### config.mk
export PLATFORM = sky130hd
export DESIGN_NAME = dot_matrix_frame_buffer
export DESIGN_NICKNAME = d
export VERILOG_FILES = /design/src/rtl/dot_matrix_frame_buffer.sv
export SDC_FILE = /design/constraint.sdc
export NUM_CORES = 1
export LEC_CHECK = 0
export ABC_AREA = 1
export BUFFER_PORTS_ARGS = -buffer_cell sky130_fd_sc_hd__buf_4
export CORE_MARGIN = 2
export CORE_UTILIZATION = 35
export DETAILED_ROUTE_END_ITERATION = 16
export PLACE_DENSITY = 0.54
export SLEW_MARGIN = 25
export SYNTH_ARGS = -nofsm -noshare
export SYNTH_HDL_FRONTEND = slang
export SYNTH_SLANG_ARGS = --single-unit
export TNS_END_PERCENT = 10
### constraint.sdc
create_clock -name clk -period 5.8 [get_ports clk]
set_clock_uncertainty 0.15 [all_clocks]
set_input_delay 0.29 -clock clk [delete_from_list [all_inputs] [get_ports clk]]
set_output_delay 0.29 -clock clk [all_outputs]
set_load 0.005 [all_outputs]
### src/rtl/dot_matrix_frame_buffer.sv
// Double-buffered 8x8 dot-matrix frame store with horizontal scroll.
// Latency: scan_column is registered, one cycle after scan_row is sampled.
// Backpressure: wr_ready drops while a swap is pending, until the next scanner frame end.
module dot_matrix_frame_buffer #(
  parameter int SCROLL_FRAMES = 16
) (
  input  logic       clk,
  input  logic       reset,
  input  logic       wr_valid,
  output logic       wr_ready,
  input  logic [2:0] wr_row,
  input  logic [7:0] wr_data,
  input  logic       swap_req,
  output logic       swap_pending,
  input  logic       scroll_en,
  input  logic [2:0] scan_row,
  input  logic       scan_frame_end,
  output logic [7:0] scan_column,
  output logic       swap_done
);

  typedef enum logic {FILL = 1'b0, PENDING = 1'b1} state_t;

  state_t     state;
  state_t     state_next;
  logic [7:0] bank0 [8];
  logic [7:0] bank1 [8];
  logic       bank_sel;   // 0: bank0 is front, 1: bank1 is front
  logic [7:0] frame_cnt;
  logic [2:0] offset;
  logic       wr_fire;
  logic       swap_fire;
  logic [7:0] front_row;

  // rotate left: bit n of d lands at bit (n + off) mod 8
  function automatic logic [7:0] rotl8(input logic [7:0] d, input logic [2:0] off);
    logic [7:0] r;
    logic [2:0] idx;
    r = 8'h00;
    for (int i = 0; i < 8; i++) begin
      idx    = 3'(i) + off;
      r[idx] = d[i];
    end
    return r;
  endfunction

  assign wr_fire   = wr_valid && wr_ready;
  assign swap_fire = (state == PENDING) && scan_frame_end;
  assign front_row = bank_sel ? bank1[scan_row] : bank0[scan_row];

  // state register
  always_ff @(posedge clk or negedge reset) begin
    if (!reset) state <= FILL;
    else        state <= state_next;
  end

  // next-state: a swap request arms, the scanner's frame end publishes
  always_comb begin
    state_next = state;
    case (state)
      FILL:    if (swap_req)       state_next = PENDING;
      PENDING: if (scan_frame_end) state_next = FILL;
      default:                     state_next = FILL;
    endcase
  end

  // outputs decoded from the state register
  always_comb begin
    wr_ready     = (state == FILL);
    swap_pending = (state == PENDING);
  end

  // back-buffer writes; only the bank not selected as front is touched
  always_ff @(posedge clk or negedge reset) begin
    if (!reset) begin
      for (int i = 0; i < 8; i++) begin
        bank0[i] <= 8'h00;
        bank1[i] <= 8'h00;
      end
    end else if (wr_fire) begin
      if (bank_sel) bank0[wr_row] <= wr_data;
      else          bank1[wr_row] <= wr_data;
    end
  end

  // bank select flips on the swap edge, swap_done echoes it one cycle later
  always_ff @(posedge clk or negedge reset) begin
    if (!reset) begin
      bank_sel  <= 1'b0;
      swap_done <= 1'b0;
    end else begin
      swap_done <= swap_fire;
      if (swap_fire) bank_sel <= ~bank_sel;
    end
  end

  // scroll counters; a swap restarts the new frame unscrolled
  always_ff @(posedge clk or negedge reset) begin
    if (!reset) begin
      frame_cnt <= 8'd0;
      offset    <= 3'd0;
    end else if (swap_fire) begin
      frame_cnt <= 8'd0;
      offset    <= 3'd0;
    end else if (scroll_en && scan_frame_end) begin
      if (frame_cnt == 8'(SCROLL_FRAMES - 1)) begin
        frame_cnt <= 8'd0;
        offset    <= offset + 3'd1;
      end else begin
        frame_cnt <= frame_cnt + 8'd1;
      end
    end
  end

  // registered column output from the current (pre-swap) bank and offset
  always_ff @(posedge clk or negedge reset) begin
    if (!reset) scan_column <= 8'h00;
    else        scan_column <= rotl8(front_row, offset);
  end

endmodule

==> key figures <==
Outcome
  – Status: completed

Placed design
  – DP HPWL: 13700 um
  – GPL Wtd Cong: 0.873
  – Placed instance area: 7990 sq um
  – Port buffer count: 30

STA
  – F_max: 386 MHz
  – RSZ-0062 raised after global routing: false
  – Final period util: 44.7%
  – Final Hold Fails: 0
  – Final Slew Violations: 0
  – Minimum clock period: 2590 ps
  – Slew @ Worst Pin: 911 ps
  – Setup TNS Final: 0 ps
  – Setup Viol. Count Final: 0
  – Rel. slew slack: 38.8%

Yosys
  – Synth unique cells: 35
  – Post-synth net total: 1032
  – Flops & latches, synth: 150
  – Cell type with the highest aggregate area in the netlist: dfrtp_1
  – Yosys warning total: 0
  – Synth Cell Area: 7690 sq um
  – Mean area per synthesized cell: 7.62 sq um
  – Synth Instances: 1009
  – Seq/Total Area, Yosys: 48.8%
  – Largest cells by area after synthesis: dfrtp_1, nand2_1, o21ai_0, nand3_1, inv_1
  – Top cell type's share of synthesized area: 48.8%

Worst hold path
  – Hold Crit Depth: 3
  – Hold Path Origin: scan_frame_end
  – Hold WC Path Type: in -> reg

Detailed routing
  – DRT iter0 DRCs: 490
  – Aggregate routed wire length: 21100 um
  – DR vias: 6484
  – Residual DRC count: 0
  – Routed WL per cell: 16.1 um
  – Routed Antenna Nets: 0
  – DRT Pass-1 Iters: 5
  – Via density: 4.95

Finish
  – Area Overhead vs Synth: 12.9%
  – Diodes inserted: 0
  – Final #Nets: 1042
  – Fin area: 8680 sq um
  – Share of cells above drive strength 1: 8.83%

Clock network
  – Longest Clk Path Bufs: 2
  – Clock Pin Slew Worst Setup and Hold Paths: 60 ps
  – CTS tree: yes
  – Setup bufs post-CTS: 0
  – Num Clock Sinks: 150
  – Clock latency on the worst-skew pair: 430 ps
  – Num CTS Buffers: 17
  – H-tree levels: 4
  – CTS Root Cell: clkbuf_16

Worst setup path
  – Kind of critical path: reg -> reg
  – Worst reg2reg path startpoint: offset[0]
  – Critical path arrival: 2750 ps
  – Crit. End Element: register
  – Reg2Reg Depth: 11
  – CP max FO: 17
  – Crit path from: offset[0]
  – CP required: 5950 ps
  – CP Launch Type: register

Floorplanning
  – Rows: 54
  – I/O Pins: 31
  – Effective utilization at floorplan: 35.5%
  – CORE AREA: 21700 sq um
  – Die area: 23200 sq um
  – Die Wd: 152 um
  – Die height: 152 um

Global route
  – Largest net degree at the start of global routing: 77
  – Gr ovfl total: 0
  – Initial antenna violation count: 0
  – First-pass GRT wire length: 35200 um
  – Number of global-route vias before repair: 6324
  – GRT Util Overall: 19.0%

Power and ir drop
  – Maximum VDD drop: 0.191 mV
  – Pwr dens: 477 nW/um^2
  – Pleak: 4.11 nW
  – Tot Pwr: 4.14 mW

Flow run
  – Max cap viols: 0
==> placed cells by master, fill, tap and decap left out, types with 3 or more instances in the layout <==
cell / count
inv_1: 95
buf_4: 30
nor3_1: 16
o22ai_1: 3
clkinvlp_4: 3
dlygate4sd3_1: 10
nand2_1: 317
dfrtp_1: 150
o21ai_2: 7
inv_2: 7
clkbuf_16: 17
nand4_1: 9
clkinv_2: 4
o221ai_1: 3
ha_1: 3
a21oi_1: 17
nand2_2: 5
o211ai_1: 13
nand3_1: 74
nor4_4: 3
o21ai_0: 150
nor2_1: 72
==> worst max-delay path, stage by stage, from the launching register on <==
cell and delay, ps:
dfrtp_1 670, inv_1 350, ha_1 310, or2_2 270, nand2_1 100, inv_1 60, nand2_1 130, nor2_1 70
nand2_1 80, nand2_1 60, o21bai_1 130, nand4_1 80
==> cell families (layout without fill, tap and decap cells) <==
logic type | Yosys count | after routing | share of synthesized area, %
AO/OA/AOI/OAI | 195 | 195 | 13.7
flip-flops | 150 | 150 | 48.8
buffers and inverters | 155 | 177 | 8.93
AND/OR/NAND/NOR | 504 | 504 | 27.9
adder cells (fa/ha/maj) | 3 | 3 | 0.488
XOR/XNOR | 2 | 2 | 0.228
==> power breakdown <==
part | internal [mW] | switching, mW | leakage, nW
combinational | 0.478 | 0.800 | 1.92
clock | 0.653 | 0.455 | 0.281
sequential | 1.50 | 0.251 | 1.91
total | 2.63 | 1.51 | 4.11
==> routing by layer <==
layer	GRT usage, %	up-vias	part of all wire [%]
met5	0	-	0
met4	5.21	0	1.2
met3	2.96	19	4.7
met2	29.3	145	45
met1	28.0	3059	49
li1	-	3261	-
==> metrics by stage <==
step	util, %	instances	setup WS (ps)	hold WS, ps
5_1_grt	40.0	1311	2950	71.3
2_1_floorplan	-	1009	3630	-156
3_5_place_dp	36.9	1270	3110	234
4_1_cts	40.0	1311	3200	33.0
3_3_place_gp	36.9	1270	3130	234
6_report	40.0	1311	3210	50.3
==> final cells by class <==
class | instances | area (sq um)
fill | 2221 | 13000
sequential | 150 | 3750
multi-input combinational | 704 | 3250
clock buffer | 19 | 453
inverter | 104 | 395
tap | 280 | 350
timing repair buffer | 42 | 348
clock inverter | 12 | 129
==> cells in the mapped netlist <==
| cell type | count |
|---|---|
| nand2_1 | 317 |
| dfrtp_1 | 150 |
| o21ai_0 | 150 |
| inv_1 | 95 |
| nand3_1 | 74 |
| nor2_1 | 72 |
| clkbuf_1 | 21 |
| a21oi_1 | 17 |
| nor3_1 | 16 |
| buf_2 | 14 |
| o211ai_1 | 13 |
| nand4_1 | 9 |
| buf_4 | 8 |
| buf_6 | 7 |
| inv_2 | 7 |
| o21ai_2 | 7 |
| nand2_2 | 5 |
| ha_1 | 3 |
| nor4_4 | 3 |
| o221ai_1 | 3 |
| o22ai_1 | 3 |
| nor3_4 | 2 |
| buf_1 | 1 |
| clkinv_1 | 1 |
| inv_6 | 1 |
| nand2_4 | 1 |
| nand3_2 | 1 |
| nor4b_1 | 1 |
| o21ai_1 | 1 |
| o21bai_1 | 1 |
| or2_0 | 1 |
| or2_1 | 1 |
| or2_2 | 1 |
| xnor2_1 | 1 |
| xor2_1 | 1 |
==> flip-flops by register name, summed over array words and instances, names as in the netlist <==
name,cells
bank0,64
bank1,64
frame_cnt,8
scan_column,8
offset,3
bank_sel,1
swap_done,1
swap_pending,1
==> worst paths after layout <==
kind | slack [ps] | end
min in group asynchronous | 320 | bank1[33]
min reg2reg | 330 | bank1[4]
min | 50 | swap_done
max in group asynchronous | 3990 | bank0[54]
max | 3210 | scan_column[0]
max reg2reg | 3210 | scan_column[0]
==> timing repair <==
action / CTS / global route
endpoints found under the hold margin: 97 / 0
endpoints found under the setup margin: 0 / 0
hold buffers: 10 / 0
resized for setup: 0 / 0
Power figures use the tool's default switching activity.
